File: src/rtl/uart_rx_fifo.sv
// rtl/uart_rx_fifo.sv - UART receive FIFO with rts_n flow control, overflow and frame-error statistics
module uart_rx_fifo #(
    parameter int DATA_WIDTH  = 8,
    parameter int ADDR_WIDTH  = 4,
    parameter int AFULL_LEVEL = 12
) (
    input  logic                  clk,
    input  logic                  rst,
    input  logic [DATA_WIDTH-1:0] s_axis_tdata,
    input  logic                  s_axis_tvalid,
    output logic                  s_axis_tready,
    input  logic                  s_frame_error,
    output logic [DATA_WIDTH-1:0] m_axis_tdata,
    output logic                  m_axis_tvalid,
    input  logic                  m_axis_tready,
    output logic [ADDR_WIDTH:0]   level,
    output logic                  rts_n,
    output logic                  overflow,
    output logic [7:0]            drop_count,
    output logic [7:0]            frame_err_count,
    input  logic                  clear_stats
);
    localparam int                DEPTH_INT = 2 ** ADDR_WIDTH;
    localparam logic [ADDR_WIDTH:0] DEPTH   = (ADDR_WIDTH+1)'(DEPTH_INT);
    localparam logic [ADDR_WIDTH:0] AFULL   = (ADDR_WIDTH+1)'(AFULL_LEVEL);

    logic [DATA_WIDTH-1:0] mem_q [DEPTH_INT];

    logic [ADDR_WIDTH-1:0] wr_ptr_q, wr_ptr_d;
    logic [ADDR_WIDTH-1:0] rd_ptr_q, rd_ptr_d;
    logic [ADDR_WIDTH:0]   level_q, level_d;
    logic                  overflow_q, overflow_d;
    logic [7:0]            drop_count_q, drop_count_d;
    logic [7:0]            frame_err_count_q, frame_err_count_d;
    logic                  frame_err_q, frame_err_d;
    logic                  rts_n_q, rts_n_d;

    logic full, push, pop, drop, fe_rise;

    assign s_axis_tready   = 1'b1;
    assign m_axis_tvalid   = (level_q != '0);
    assign m_axis_tdata    = mem_q[rd_ptr_q];
    assign level           = level_q;
    assign rts_n           = rts_n_q;
    assign overflow        = overflow_q;
    assign drop_count      = drop_count_q;
    assign frame_err_count = frame_err_count_q;

    always_comb begin
        full    = (level_q == DEPTH);
        pop     = m_axis_tvalid & m_axis_tready;
        // A full FIFO still accepts a byte when a slot frees in the same cycle.
        push    = s_axis_tvalid & (~full | pop);
        drop    = s_axis_tvalid & full & ~pop;
        fe_rise = s_frame_error & ~frame_err_q;

        wr_ptr_d          = push ? wr_ptr_q + ADDR_WIDTH'(1) : wr_ptr_q;
        rd_ptr_d          = pop  ? rd_ptr_q + ADDR_WIDTH'(1) : rd_ptr_q;
        level_d           = level_q;
        overflow_d        = overflow_q;
        drop_count_d      = drop_count_q;
        frame_err_count_d = frame_err_count_q;
        frame_err_d       = s_frame_error;

        if (push && !pop) begin
            level_d = level_q + (ADDR_WIDTH+1)'(1);
        end else if (pop && !push) begin
            level_d = level_q - (ADDR_WIDTH+1)'(1);
        end

        // Clear first, then apply this cycle's events so a coincident event survives.
        if (clear_stats) begin
            overflow_d        = 1'b0;
            drop_count_d      = 8'd0;
            frame_err_count_d = 8'd0;
        end
        if (drop) begin
            overflow_d = 1'b1;
            if (drop_count_d != 8'hFF) begin
                drop_count_d = drop_count_d + 8'd1;
            end
        end
        if (fe_rise && frame_err_count_d != 8'hFF) begin
            frame_err_count_d = frame_err_count_d + 8'd1;
        end

        rts_n_d = (level_d >= AFULL);
    end

    always_ff @(posedge clk) begin
        if (rst) begin
            wr_ptr_q          <= '0;
            rd_ptr_q          <= '0;
            level_q           <= '0;
            overflow_q        <= 1'b0;
            drop_count_q      <= 8'd0;
            frame_err_count_q <= 8'd0;
            frame_err_q       <= 1'b0;
            rts_n_q           <= 1'b0;
        end else begin
            wr_ptr_q          <= wr_ptr_d;
            rd_ptr_q          <= rd_ptr_d;
            level_q           <= level_d;
            overflow_q        <= overflow_d;
            drop_count_q      <= drop_count_d;
            frame_err_count_q <= frame_err_count_d;
            frame_err_q       <= frame_err_d;
            rts_n_q           <= rts_n_d;
        end
    end

    // Storage is deliberately left out of reset; the pointers define what is valid.
    always_ff @(posedge clk) begin
        if (push && !rst) begin
            mem_q[wr_ptr_q] <= s_axis_tdata;
        end
    end
endmodule

File: config.mk
export PLATFORM = sky130hd
export DESIGN_NAME = uart_rx_fifo
export DESIGN_NICKNAME = d
export VERILOG_FILES = /design/src/rtl/uart_rx_fifo.sv
export SDC_FILE = /design/constraint.sdc
export NUM_CORES = 1
export LEC_CHECK = 0
export BUFFER_PORTS_ARGS = -buffer_cell sky130_fd_sc_hd__buf_2
export CORE_MARGIN = 3
export CORE_UTILIZATION = 45
export DETAILED_ROUTE_END_ITERATION = 7
export GPL_TIMING_DRIVEN = 0
export SLEW_MARGIN = 40
export SYNTH_ARGS = -nofsm -noshare
export SYNTH_HDL_FRONTEND = slang
export SYNTH_SLANG_ARGS = --single-unit
File: constraint.sdc
create_clock -name clk -period 2.9 [get_ports clk]
set_input_delay 0.29 -clock clk [delete_from_list [all_inputs] [get_ports clk]]
set_output_delay 0.29 -clock clk [all_outputs]
set_load 0.1 [all_outputs]
==> results of run 1 <==
==> cell usage in the layout, fill, tap and decap left out, types with 3 or more instances in the layout <==
| master | instances |
|---|---|
| a21oi_1 | 6 |
| mux2i_1 | 6 |
| and3_1 | 3 |
| edfxtp_1 | 128 |
| nor3_1 | 6 |
| xnor2_1 | 12 |
| buf_2 | 45 |
| nor2_2 | 14 |
| dfxtp_1 | 33 |
| nand3_1 | 7 |
| nor2_1 | 30 |
| clkinvlp_4 | 4 |
| clkbuf_2 | 3 |
| clkbuf_1 | 6 |
| nand4_1 | 3 |
| clkbuf_16 | 17 |
| nor2b_1 | 10 |
| a31oi_1 | 3 |
| nand2_1 | 14 |
| nand2b_1 | 6 |
| buf_6 | 5 |
| bufinv_16 | 4 |
| mux4_2 | 40 |
| dfxtp_2 | 3 |
| xor2_1 | 7 |
| ha_1 | 9 |
| buf_1 | 3 |
| nand3b_1 | 4 |
| inv_1 | 6 |
==> per-stage QoR <==
| step | util (%) | power [uW] | instances |
|---|---|---|---|
| floorplan | - | 3980 | 402 |
| global placement | 50.3 | 4280 | 627 |
| detailed placement | 50.4 | 4300 | 627 |
| CTS | 55.0 | 6700 | 658 |
| global route | 55.2 | 6880 | 658 |
| finish | 55.2 | 6630 | 658 |
==> worst max-delay path, cell delays in order (launching register included) <==
cell and delay, ns:
dfxtp_1 0.44, clkbuf_2 0.39, mux4_2 0.39, mux4_2 0.54
buf_2 0.32
==> cell families after synthesis <==
group / synth area share, %
flops: 68.2
simple gates: 8.89
mux: 14.3
compound gates: 2.69
buf+inv: 1.68
xor+xnor: 2.49
fa+ha+maj: 1.68
other cells: 0.0560
==> power breakdown <==
group	switching [uW]	total, uW	leakage [uW]	internal, uW
sequential	62.4	2650	0.00145	2590
clock	891	2380	0.000299	1490
combinational	1030	1600	0.000866	568
==> worst paths after layout <==
check	from	slack, ns	end
max reg2reg	level[0]$_SDFF_PP0_	0.21	mem_q[6][2]$_DFFE_PP_
min reg2reg	overflow$_SDFFE_PP0P_	0.51	overflow$_SDFFE_PP0P_
max	flip-flop	0.11	m_axis_tdata[0]
min	s_frame_error	0.11	frame_err_q$_SDFF_PP0_
==> sequential cells by signal, indices dropped and copies added (netlist names), named ones only <==
| signal | count |
|---|---|
| overflow | 1 |
| wr_ptr_q | 4 |
| drop_count | 8 |
| frame_err_count | 8 |
| rd_ptr_q | 4 |
| mem_q | 128 |
| rts_n | 1 |
| level | 5 |
| frame_err_q | 1 |
==> final cells by class <==
cell class | count | area [um^2]
fill | 1158 | 6360
sequential | 164 | 4570
multi-input combinational | 214 | 2060
clock buffer | 20 | 457
timing repair buffer | 45 | 225
tap | 180 | 225
clock inverter | 12 | 178
buffer | 17 | 109
inverter | 6 | 22.5
==> layer usage <==
layer  up-vias  track usage (%)  routed length (um)
met5         -                0                  11
met4         2             6.30                 220
met3        19             4.54                 584
met2        92             28.9                6870
met1      1798             22.1                5600
li1       1685                -                   -
==> what timing repair did <==
item,CTS,global route
endpoints found under the setup margin,8,24
endpoints found under the hold margin,0,0
resized for setup,10,3
==> impl_metrics.yaml, run 1 <==
run_status:
  status: "finished clean"
sta:
  fin_tns_setup_ns: 0
  slew_viol_final: 0
  hold_ws_ns: 0.110
  fmax_mhz: 358
  fin_crit_sh_pct: 96.3
  setup_viol: 0
  setup_slack_ns: 0.106
  layout_min_cycle_time_ns: 2.79
  max_slew.worst_pin.slew_ns: 0.756
  hold_viol: 0
  slew_headroom_pct: 49.4
  grt_setup_unrepaired: "no"
  skew_ns: 0.0106
global_route:
  grt_overflow: 0
  grt_pass1_wl_um: 21000
  grt_max_degree: 17
  track_usage_pct: 17.4
  grt_pass1_vias: 3743
  antenna_found_initial: 1
yosys:
  synth_edf_count: 128
  yosysMostFrequentCell: "edfxtp_1"
  synth_common_cells: "edfxtp_1, nor2_1, mux4_2"
  synthCells: 402
  syn_nets: 425
  ys_types: 50
  ys_ff_latch: 164
  synth-main-ff-cell: "edfxtp_1"
  syn_area_per_cell_um2: 16.7
  async_flop_share_pct: 0
  synth_area_um2: 6700
  synth_top_area_cell: "edfxtp_1"
  synth_area_leaders: "edfxtp_1, mux4_2, dfxtp_1"
  ys.warnings.count: 0
  yosysTopAreaCellShare_pct: 57.4
  synth_seq_area_share_pct: 68.2
power:
  p_leak_uw: 0.00261
  p_per_area_nw_per_um2: 846
  ir_worst_vdd_uv: 669
placement:
  post-place-ws_ns: 0.106
  io_buffers: 45
  place.gp.congestion: 0.805
  hpwl_um: 9060
  dpl_cell_area_um2: 7160
route:
  drt-initial-drc-count: 342
  wl_um: 13300
  dr.pass1.iters: 4
  wire_per_inst_um: 20.2
  num_vias: 3596
  drc: 0
  ant_nets: 0
  vias_per_cell: 5.47
die:
  io_pins: 47
  initial_core_util_pct: 47.1
  die-width_um: 128
  rows: 43
  dieArea_um2: 16400
  core_um2: 14200
  die_height_um: 128
cts:
  cts.reportedPaths.clkPinSlew_ns: 0.06
  cts_buffers: 17
  cts_tree: "built"
  cts.path.max_buffers: 2
  insertion_delay_ns: 0.42
  cts_hold_buf: 0
  clock-root-buffer: "clkbuf_16"
  htreeDepth: 4
  post_cts_buffers: 0
  cts_sinks: 164
worst_hold_path:
  min_delay_path_depth: 2
  min_path_type: "in -> reg"
critical_path:
  cp_max_fo: 10
  cp_data_arrival_time_ns: 2.50
  critical_path_class: "reg -> out"
  start_kind: "flip-flop"
  cp-end-kind: "output pin"
  r2r_cells: 6
  critical_path_required_ns: 2.61
cells_and_area:
  layout-drive-gt1-share_pct: 31.8
  nNetsFinal: 488
  area_delta_synth_final_pct: 17.1
  design_area_um2: 7840
  antenna_cells: 0
flow_run:
  drv_cap: 0
Note: power is estimated with default switching activity, not from simulation.
==> run 2, diff against run 1 <==
==> constraint.sdc (replaced) <==
create_clock -name clk -period 3.25 [get_ports clk]
set_input_delay 0.325 -clock clk [delete_from_list [all_inputs] [get_ports clk]]
set_output_delay 0.325 -clock clk [all_outputs]
set_load 0.1 [all_outputs]
==> run 2 against run 1 <==
Net effect:
- critical path depth rose by 1
- via count rose by 0.28%
- total power is 14% lower
- count of clock-buffer cells in the layout up 1
==> impl_metrics.yaml, run 2 (synthesis results as in run 1) <==
run_status:
  status: "finished clean"
route:
  wl_um: 12700
  drc: 0
  wire_per_inst_um: 19.2
  ant_nets: 0
  num_vias: 3606
  vias_per_cell: 5.47
  dr.pass1.iters: 4
  drt-initial-drc-count: 265
die:
  dieArea_um2: 16400
  die-width_um: 128
  die_height_um: 128
  rows: 43
  core_um2: 14200
  io_pins: 47
  initial_core_util_pct: 47.1
global_route:
  antenna_found_initial: 0
  grt_pass1_wl_um: 20400
  grt_pass1_vias: 3695
  grt_overflow: 0
  track_usage_pct: 16.7
  grt_max_degree: 17
worst_hold_path:
  min_path_type: "in -> reg"
  min_from: "s_frame_error"
cells_and_area:
  nNetsFinal: 489
  regArea_um2: 4560
  nFillCells: 1183
  largest-register: "mem_q"
  largest_reg_flops: 128
  final_common_cell: "edfxtp_1"
  area_delta_synth_final_pct: 15.9
  antenna_cells: 0
  fin_util_pct: 54.7
  final_cell_mix: "edfxtp_1, buf_2, mux4_2"
  layout-drive-gt1-share_pct: 30.1
  multi_input_area_um2: 2050
sta:
  grt_setup_unrepaired: "no"
  slew_viol_final: 0
  fmax_mhz: 322
  slew_headroom_pct: 44.1
  skew_ns: 0.00406
  fin_tns_setup_ns: 0
  fin_crit_sh_pct: 95.5
  max_slew.worst_pin.slew_ns: 0.835
  hold_viol: 0
  layout_min_cycle_time_ns: 3.10
  setup_viol: 0
power:
  p_per_area_nw_per_um2: 737
  finalPower_uw: 5720
  cell_internal_pwr_uw: 3980
  power.share.combinational_pct: 24.9
  sw_frac_of_total_pct: 30.5
  p_leak_uw: 0.00259
  seq_power_share_pct: 41.0
  power_frac_clock_pct: 34.1
  netSwitchingPower_uw: 1740
  ir_worst_vdd_uv: 625
critical_path:
  critical_path_required_ns: 2.92
  cp_cell_sequence: "clkbuf_1 -> clkbuf_4 -> mux4_2 -> mux4_2 -> buf_2"
  crit_path_frequent_cell: "mux4_2"
  cp_slowest_cell: "mux4_2"
  rr_startpoint: "level[1]$_SDFF_PP0_"
  start_kind: "flip-flop"
  cp_top_family: "multiplexers"
  cp_max_fo: 10
  crit_buf_inv: 3
  cp-end-kind: "output pin"
  cp_data_arrival_time_ns: 2.78
  critical_path_class: "reg -> out"
  crit_path_max_incr_delay_ns: 0.57
cts:
  htreeDepth: 4
  cts_sinks: 164
  cts_hold_buf: 0
  cts.path.max_buffers: 2
  insertion_delay_ns: 0.41
  cts_tree: "built"
  clock-root-buffer: "clkbuf_16"
  cts.reportedPaths.clkPinSlew_ns: 0.06
  cts_buffers: 17
flow_run:
  drv_cap: 0
placement:
  hpwl_um: 8660
  place.gp.congestion: 0.762
  io_buffers: 45
run 2: path summary, 6_finish.rpt:
kind	cells past startpoint	end	slack, ns
worst max-delay path	5	m_axis_tdata[0]	0.15
worst min-delay path	2	frame_err_q$_SDFF_PP0_	0.14
worst min register to register	2	overflow$_SDFFE_PP0P_	0.48
worst max register to register	6	mem_q[11][4]$_DFFE_PP_	0.39
run 2: layout make-up:
cell class              instances  area share (%)
clock buffers                  21            6.06
repair buffers                 45            2.90
well taps                     180            2.90
flip-flops and latches        164            58.8
clock inverters                11            1.39
inverters                       6           0.290
multi-input cells             214            26.4
plain buffers                  18            1.26
run 2: what timing repair did:
action                                  in CTS  in global routing
endpoints found under the setup margin       0                  7
hold endpoints to repair                     0                  0
gates resized for setup                      0                  3
setup buffers                                0                  0
run 2: layer usage:
layer / GRT usage [%] / vias to the layer above / part of all wire (%)
li1: - / 1677 / -
met1: 22.2 / 1821 / 45
met2: 27.0 / 94 / 50
met3: 3.75 / 14 / 3.9
met4: 6.37 / 0 / 1.1
met5: 0 / - / 0
run 2: power by group through the flow:
stage	Clock [uW]	Sequential (uW)	Combinational, uW
final	1950	2350	1430
after global routing	2080	2350	1520
after floorplan	0	2510	1040
after CTS	1990	2350	1440
after global placement	0	2390	1420
after detailed placement	0	2390	1430
run 2: metrics by stage:
stage,setup WS [ns],cells,hold slack [ns],cell area (um^2)
2_1_floorplan,0.183,402,0.424,6700
3_3_place_gp,0.426,627,0.462,7150
3_5_place_dp,0.291,627,0.469,7150
4_1_cts,0.0295,659,0.116,7730
5_1_grt,0.0132,659,0.181,7760
6_report,0.145,659,0.138,7760
